**config.mk**
```make
export PLATFORM = sky130hd
export DESIGN_NAME = kf_au_arbiter_flat
export DESIGN_NICKNAME = d
export VERILOG_FILES = /design/src/rtl/kf_au_arbiter_if.sv /design/src/rtl/kf_au_arbiter.sv /design/src/flat_wrapper.sv
export SDC_FILE = /design/constraint.sdc
export NUM_CORES = 1
export LEC_CHECK = 0
export ABC_AREA = 1
export BUFFER_PORTS_ARGS = -buffer_cell sky130_fd_sc_hd__buf_2
export CAP_MARGIN = 25
export CORE_MARGIN = 2
export CORE_UTILIZATION = 35
export DETAILED_ROUTE_END_ITERATION = 6
export PLACE_DENSITY = 0.66
export SETUP_SLACK_MARGIN = 0.4
export SLEW_MARGIN = 0
export SYNTH_ARGS = -nofsm -noshare
export SYNTH_HDL_FRONTEND = slang
export SYNTH_SLANG_ARGS = --single-unit
```
**constraint.sdc**
```tcl
create_clock -name clk -period 1.73 [get_ports clk]
set_input_delay 0.173 -clock clk [delete_from_list [all_inputs] [get_ports clk]]
set_output_delay 0.173 -clock clk [all_outputs]
set_load 0.01 [all_outputs]
```
**src/rtl/kf_au_arbiter_if.sv**
```systemverilog
// Bus bundle between the kf AU arbiter, its requesters and the shared arithmetic unit.
// Handshake: a request transfers on a cycle where req_valid[i] & req_ready[i]; rsp_valid is a 1-cycle pulse, no back-pressure.
interface kf_au_arbiter_if #(
    parameter int W    = 24,
    parameter int NREQ = 2,
    parameter int IDW  = 1
);
    logic [NREQ-1:0]   req_valid;
    logic [2*NREQ-1:0] req_op;
    logic [W*NREQ-1:0] req_r;
    logic [W*NREQ-1:0] req_s;
    logic [NREQ-1:0]   req_ready;
    logic [NREQ-1:0]   rsp_valid;
    logic [W-1:0]      rsp_data;
    logic              rsp_err;
    logic              au_start;
    logic [W-1:0]      au_r;
    logic [W-1:0]      au_s;
    logic [1:0]        au_op;
    logic [W-1:0]      au_result;
    logic              au_done;
    logic              busy;
    logic [IDW-1:0]    owner;

    modport master (
        output req_valid, req_op, req_r, req_s, au_result, au_done,
        input  req_ready, rsp_valid, rsp_data, rsp_err, au_start, au_r, au_s, au_op, busy, owner
    );

    modport slave (
        input  req_valid, req_op, req_r, req_s, au_result, au_done,
        output req_ready, rsp_valid, rsp_data, rsp_err, au_start, au_r, au_s, au_op, busy, owner
    );
endinterface

```
**src/rtl/kf_au_arbiter.sv**
```systemverilog
// Round-robin arbiter sharing one kf arithmetic unit between NREQ requesters,
// one op in flight, with a watchdog that aborts ops whose AU done never arrives.
module kf_au_arbiter #(
    parameter int W    = 24,
    parameter int NREQ = 2,
    parameter int TMO  = 64,
    parameter int IDW  = (NREQ > 2) ? $clog2(NREQ) : 1
) (
    input  logic           clk,
    input  logic           rst_n,
    kf_au_arbiter_if.slave bus,
    output logic [1:0]     dbg_state_o
);
    localparam int CW = $clog2(TMO);

    typedef enum logic [1:0] {
        IDLE  = 2'd0,
        ISSUE = 2'd1,
        WAIT  = 2'd2
    } state_e;

    state_e          state_q, state_d;
    logic [IDW-1:0]  ptr_q, ptr_d;
    logic [IDW-1:0]  owner_q, owner_d;
    logic [CW-1:0]   cnt_q, cnt_d;
    logic [1:0]      op_q, op_d;
    logic [W-1:0]    r_q, r_d;
    logic [W-1:0]    s_q, s_d;
    logic [NREQ-1:0] rsp_valid_q, rsp_valid_d;
    logic [W-1:0]    rsp_data_q, rsp_data_d;
    logic            rsp_err_q, rsp_err_d;

    logic [NREQ-1:0] grant;
    logic            grant_any;
    logic [IDW-1:0]  grant_id, grant_nxt;
    logic [1:0]      sel_op;
    logic [W-1:0]    sel_r, sel_s;
    int              idx;

    // First valid requester scanning upward from the pointer, wrapping at NREQ.
    always_comb begin
        grant     = '0;
        grant_any = 1'b0;
        grant_id  = '0;
        grant_nxt = '0;
        sel_op    = '0;
        sel_r     = '0;
        sel_s     = '0;
        idx       = 0;
        for (int k = 0; k < NREQ; k++) begin
            idx = int'(ptr_q) + k;
            if (idx >= NREQ) idx = idx - NREQ;
            if (!grant_any && bus.req_valid[idx]) begin
                grant_any  = 1'b1;
                grant[idx] = 1'b1;
                grant_id   = IDW'(idx);
                grant_nxt  = (idx == NREQ - 1) ? '0 : IDW'(idx + 1);
                sel_op     = bus.req_op[2*idx +: 2];
                sel_r      = bus.req_r[W*idx +: W];
                sel_s      = bus.req_s[W*idx +: W];
            end
        end
    end

    always_comb begin
        state_d     = state_q;
        ptr_d       = ptr_q;
        owner_d     = owner_q;
        cnt_d       = cnt_q;
        op_d        = op_q;
        r_d         = r_q;
        s_d         = s_q;
        rsp_valid_d = '0;
        rsp_data_d  = rsp_data_q;
        rsp_err_d   = rsp_err_q;
        case (state_q)
            IDLE: begin
                if (grant_any) begin
                    op_d    = sel_op;
                    r_d     = sel_r;
                    s_d     = sel_s;
                    owner_d = grant_id;
                    ptr_d   = grant_nxt;
                    state_d = ISSUE;
                end
            end
            ISSUE: begin
                cnt_d   = '0;
                state_d = WAIT;
            end
            WAIT: begin
                cnt_d = cnt_q + 1'b1;
                // A done arriving on the last allowed cycle still counts as success.
                if (bus.au_done) begin
                    rsp_valid_d = NREQ'(1) << owner_q;
                    rsp_data_d  = bus.au_result;
                    rsp_err_d   = 1'b0;
                    state_d     = IDLE;
                end else if (cnt_q == CW'(TMO - 1)) begin
                    rsp_valid_d = NREQ'(1) << owner_q;
                    rsp_data_d  = '0;
                    rsp_err_d   = 1'b1;
                    state_d     = IDLE;
                end
            end
            default: state_d = IDLE;
        endcase
    end

    always_ff @(posedge clk or negedge rst_n) begin
        if (!rst_n) begin
            state_q     <= IDLE;
            ptr_q       <= '0;
            owner_q     <= '0;
            cnt_q       <= '0;
            op_q        <= '0;
            r_q         <= '0;
            s_q         <= '0;
            rsp_valid_q <= '0;
            rsp_data_q  <= '0;
            rsp_err_q   <= 1'b0;
        end else begin
            state_q     <= state_d;
            ptr_q       <= ptr_d;
            owner_q     <= owner_d;
            cnt_q       <= cnt_d;
            op_q        <= op_d;
            r_q         <= r_d;
            s_q         <= s_d;
            rsp_valid_q <= rsp_valid_d;
            rsp_data_q  <= rsp_data_d;
            rsp_err_q   <= rsp_err_d;
        end
    end

    assign bus.req_ready = (state_q == IDLE) ? grant : '0;
    assign bus.rsp_valid = rsp_valid_q;
    assign bus.rsp_data  = rsp_data_q;
    assign bus.rsp_err   = rsp_err_q;
    assign bus.au_start  = (state_q == ISSUE);
    assign bus.au_r      = r_q;
    assign bus.au_s      = s_q;
    assign bus.au_op     = op_q;
    assign bus.busy      = (state_q != IDLE);
    assign bus.owner     = owner_q;
    assign dbg_state_o   = state_q;
endmodule

```
**src/flat_wrapper.sv**
```systemverilog
// flat-port wrapper written by rule: the top's interface ports become plain ports
module kf_au_arbiter_flat 
#(
    parameter int W    = 24,
    parameter int NREQ = 2,
    parameter int TMO  = 64,
    parameter int IDW  = (NREQ > 2) ? $clog2(NREQ) : 1
)
  (clk, rst_n, dbg_state_o, bus_req_valid, bus_req_op, bus_req_r, bus_req_s, bus_au_result, bus_au_done, bus_req_ready, bus_rsp_valid, bus_rsp_data, bus_rsp_err, bus_au_start, bus_au_r, bus_au_s, bus_au_op, bus_busy, bus_owner);
  kf_au_arbiter_if #(.W(W), .NREQ(NREQ), .IDW(IDW)) bus_i ();
  input  logic clk;
  input  logic rst_n;
  output logic [1:0] dbg_state_o;
  input wire logic [$bits(bus_i.req_valid)-1:0] bus_req_valid;
  input wire logic [$bits(bus_i.req_op)-1:0] bus_req_op;
  input wire logic [$bits(bus_i.req_r)-1:0] bus_req_r;
  input wire logic [$bits(bus_i.req_s)-1:0] bus_req_s;
  input wire logic [$bits(bus_i.au_result)-1:0] bus_au_result;
  input wire logic [$bits(bus_i.au_done)-1:0] bus_au_done;
  output wire logic [$bits(bus_i.req_ready)-1:0] bus_req_ready;
  output wire logic [$bits(bus_i.rsp_valid)-1:0] bus_rsp_valid;
  output wire logic [$bits(bus_i.rsp_data)-1:0] bus_rsp_data;
  output wire logic [$bits(bus_i.rsp_err)-1:0] bus_rsp_err;
  output wire logic [$bits(bus_i.au_start)-1:0] bus_au_start;
  output wire logic [$bits(bus_i.au_r)-1:0] bus_au_r;
  output wire logic [$bits(bus_i.au_s)-1:0] bus_au_s;
  output wire logic [$bits(bus_i.au_op)-1:0] bus_au_op;
  output wire logic [$bits(bus_i.busy)-1:0] bus_busy;
  output wire logic [$bits(bus_i.owner)-1:0] bus_owner;
  assign bus_i.req_valid = bus_req_valid;
  assign bus_i.req_op = bus_req_op;
  assign bus_i.req_r = bus_req_r;
  assign bus_i.req_s = bus_req_s;
  assign bus_i.au_result = bus_au_result;
  assign bus_i.au_done = bus_au_done;
  assign bus_req_ready = bus_i.req_ready;
  assign bus_rsp_valid = bus_i.rsp_valid;
  assign bus_rsp_data = bus_i.rsp_data;
  assign bus_rsp_err = bus_i.rsp_err;
  assign bus_au_start = bus_i.au_start;
  assign bus_au_r = bus_i.au_r;
  assign bus_au_s = bus_i.au_s;
  assign bus_au_op = bus_i.au_op;
  assign bus_busy = bus_i.busy;
  assign bus_owner = bus_i.owner;
  kf_au_arbiter #(.W(W), .NREQ(NREQ), .TMO(TMO), .IDW(IDW)) u_core (.clk(clk), .rst_n(rst_n), .bus(bus_i), .dbg_state_o(dbg_state_o));
endmodule
```
==> summary.md <==
| Metric | Value |
|---|---|
| Status | completed |
| Die ar. | about 17,000 um^2 |
| Die W | approximately 130 um |
| H-tree depth | 3 |
| Remaining antenna violation count after routing | 0 |
| Net Count, Synth | a little under 1,000 |
| Crit start category | register |
| Initial DRC count | around 490 |
| Fillers | 1,449 |
| Final Hold Viols | 0 |
| Peak Freq | between 600 and 700 MHz |
| Max stage delay cell, worst path | dfrtp_1 |
| Initial antenna violation count | 2 |
| Slew Viols, Final | 0 |
| Async SR Flop Fraction | 100% |
| CP top delay family | buffers and inverters |
| Final Setup Violations | 0 |
| Post-synth EDFFs | 0 |
| Layout cells sized above 1 | between 30% and 40% |
| Clock latency on the worst-skew pair | 0.35 ns |
| Post-synth top cells | nand2_1, nor2_1, nand4_1 |
| Min cycle time layout | approximately 1.6 ns |
| CTS max path bufs | 2 |
| WS Path Type | register to register |
| Clock slew at reported path FFs | 0.07 ns |
| Crit path required time | 1.97 ns |
| Critical Path, Cell by Cell | inv_2, ha_4, inv_4, a21oi_4, buf_8, clkbuf_16, nand2_1, nor2_1, nor2_1 |
| Syn_area_per_cell | 6.51 um^2 |
| Post-synth cell types | 21 |
| Vias | ~6,500 |
| Dpl hpwl | between 10 and 15 mm |
| Worst Path Arrival | around 1.8 ns |
| Worst-Margin Slew | 0.412 ns |
| First-pass GRT wire length | between 30 and 40 mm |
| TNS Setup | 0 ns |
| Crit path largest cell delay | approximately 0.41 ns |
| Routed wire per std cell | 15.9 um |
| Core area | roughly 15,000 um^2 |
| RSZ-0062 raised after global routing | yes |
| Final setup skew | ~0.0057 ns |
| Nets | between 1,000 and 1,500 |
| Drt pass-1 iters | 5 |
| Sequential-to-total area share from yosys stat | between 30% and 40% |
| Area contributors post-synth | dfrtp_1, nand2_1, nand4_1 |
| Synth Instances | around 850 |
| Vias per cell | 5.07 |
| Synth warn | 0 |
| CTS sink cnt | 87 |
| Hold Path Class | input pin to register |
| Power Total | between 10 and 15 mW |
| Mapped cell area | 5520 um^2 |
| Pwr per Cell Area | around 1800 nW/um^2 |
| Max-Cap Viols | 0 |
| LEAKAGE | 4.40 nW |
| Crit-path most repeated cell | nor2_1 |
| Top_reg_cell synth | dfrtp_1 |
| Root Driver | clkbuf_16 |
| Total CTS buffers | 9 |
| Post-synth top area share | 39.4% |
| Total global-route track usage | between 20% and 30% |
| Hold slack | 0.0520 ns |
| Area leader, netlist | dfrtp_1 |
| Port bufs | around 210 |
| Critical path capture point type | register |
| Routability cong. | 0.790 |
| Critical path buffer and inverter count | 4 |
| Remaining Overflow, GRT | 0 |
| Routed wire length | around 20 mm |
| Residual DRC | 0 |
| Crit path max fanout | 7 |
| Area Overhead vs Synth | 51.5% |
| Slew headroom | 72.5% |
| Synth Register Bits | between 80 and 90 |
| Maximum vdd drop | approximately 0.98 mV |
| Most frequent cell after synthesis | nand2_1 |
| I/O Pins | roughly 210 |
| Largest net degree at the start of global routing | 57 |
| CTS tree | yes |
| Row count | 45 |
| Initial Util | 36.0% |
| Number of global-route vias before repair | approximately 6,000 |
| Final period util | 90.8% |
| Die Y | about 130 um |
[placed cells by master, fill, tap and decap left out, types with 2 or more instances in the layout]
master / n
nand2_1: 328
buf_2: 208
nor2_1: 123
nand4_1: 100
dfrtp_1: 86
nand2_2: 30
nand3_1: 28
nor2_2: 26
buf_4: 24
clkbuf_16: 20
buf_12: 16
nand2_4: 14
buf_6: 14
nor2_4: 9
inv_1: 7
buf_16: 6
inv_2: 4
a21oi_1: 4
ha_4: 4
clkinvlp_4: 4
diode_2: 2
a21oi_2: 2
nand3_4: 2
o21bai_4: 2
inv_4: 2
clkbuf_8: 2
buf_8: 2
[cells by family (layout without fill, tap and decap cells)]
family / count (synthesis) / in the layout / share of synthesized area [%]
flops: 87 / 87 / 39.4
other cells: 0 / 2 / 0
simple gates: 663 / 663 / 50.4
buf+inv: 82 / 313 / 7.82
compound gates: 11 / 11 / 1.29
xor+xnor: 1 / 1 / 0.159
fa+ha+maj: 4 / 4 / 0.907
[per-stage QoR]
step	instance area, um^2	utilization, %	setup slack [ns]	std cells
CTS	7560	49.4	0.202	1268
floorplan	5540	-	0.292	848
global route	8360	54.6	0.0819	1292
global placement	6750	44.1	0.219	1227
detailed placement	6750	44.1	0.191	1227
finish	8360	54.6	0.160	1292
[area by class of cell]
| cell class | count | area (um^2) | area share (%) |
|---|---|---|---|
| antenna | 2 | 5.00 | 0.0598 |
| clock buffer | 12 | 256 | 3.07 |
| clock inverter | 4 | 30.0 | 0.359 |
| inverter | 14 | 62.6 | 0.748 |
| multi-input combinational | 679 | 3350 | 40.1 |
| sequential | 87 | 2180 | 26.1 |
| tap | 211 | 264 | 3.16 |
| timing repair buffer | 283 | 2210 | 26.5 |
[power breakdown]
part	internal, mW	switching (mW)	total, mW
clock network	1.05	0.849	1.90
registers	3.01	0.625	3.63
logic	4.28	5.09	9.37
[layer usage]
layer  part of all wire [%]  GRT usage (%)  vias up  routed length [um]
met5                      0              0        -                   0
met4                    2.6           9.55        0                 535
met3                    6.3           3.39       39                1290
met2                     48           38.6      248                9830
met1                     43           29.7     3046                8830
li1                       -              -     3214                   -
[worst paths after layout]
kind / startpoint / to / slack (ns) / cells past startpoint
worst max-delay path: u_core.dbg_state_o[0] / u_core.bus.au_r[20] / 0.16 / 9
worst min-delay path: bus_au_result[22] / u_core.bus.rsp_data[22] / 0.05 / 3
max in group asynchronous: rst_n / u_core.bus.rsp_data[8] / 1.07 / 3
worst min register to register: u_core.bus.owner / u_core.bus.rsp_valid[0] / 0.45 / 1
min in group asynchronous: rst_n / u_core.bus.au_r[3] / 0.18 / 2
worst max register to register: u_core.dbg_state_o[0] / u_core.bus.au_r[20] / 0.16 / 9
[state kept, by name, summed over array words and instances (netlist names)]
| register | flops |
|---|---|
| u_core.ptr_q | 1 |
| u_core.bus.au_r | 24 |
| u_core.bus.rsp_valid | 2 |
| u_core.cnt_q | 6 |
| u_core.bus.au_s | 24 |
| u_core.dbg_state_o | 2 |
| u_core.bus.rsp_data | 24 |
| u_core.bus.rsp_err | 1 |
| u_core.bus.owner | 1 |
| u_core.bus.au_op | 2 |
[worst min-delay path: stages]
cell	delay, ns
buf_2	0.07
nand3_1	0.06
nand2_1	0.06
[what timing repair did]
item / in CTS / in global routing
resized for setup: 41 / 116
hold endpoints to repair: 87 / 0
hold buffers: 1 / 0
setup endpoints to repair: 83 / 89
setup buffers: 17 / 9
pin swaps: 10 / 74
cloned: 7 / 13
(Power assumes the default switching activity.)
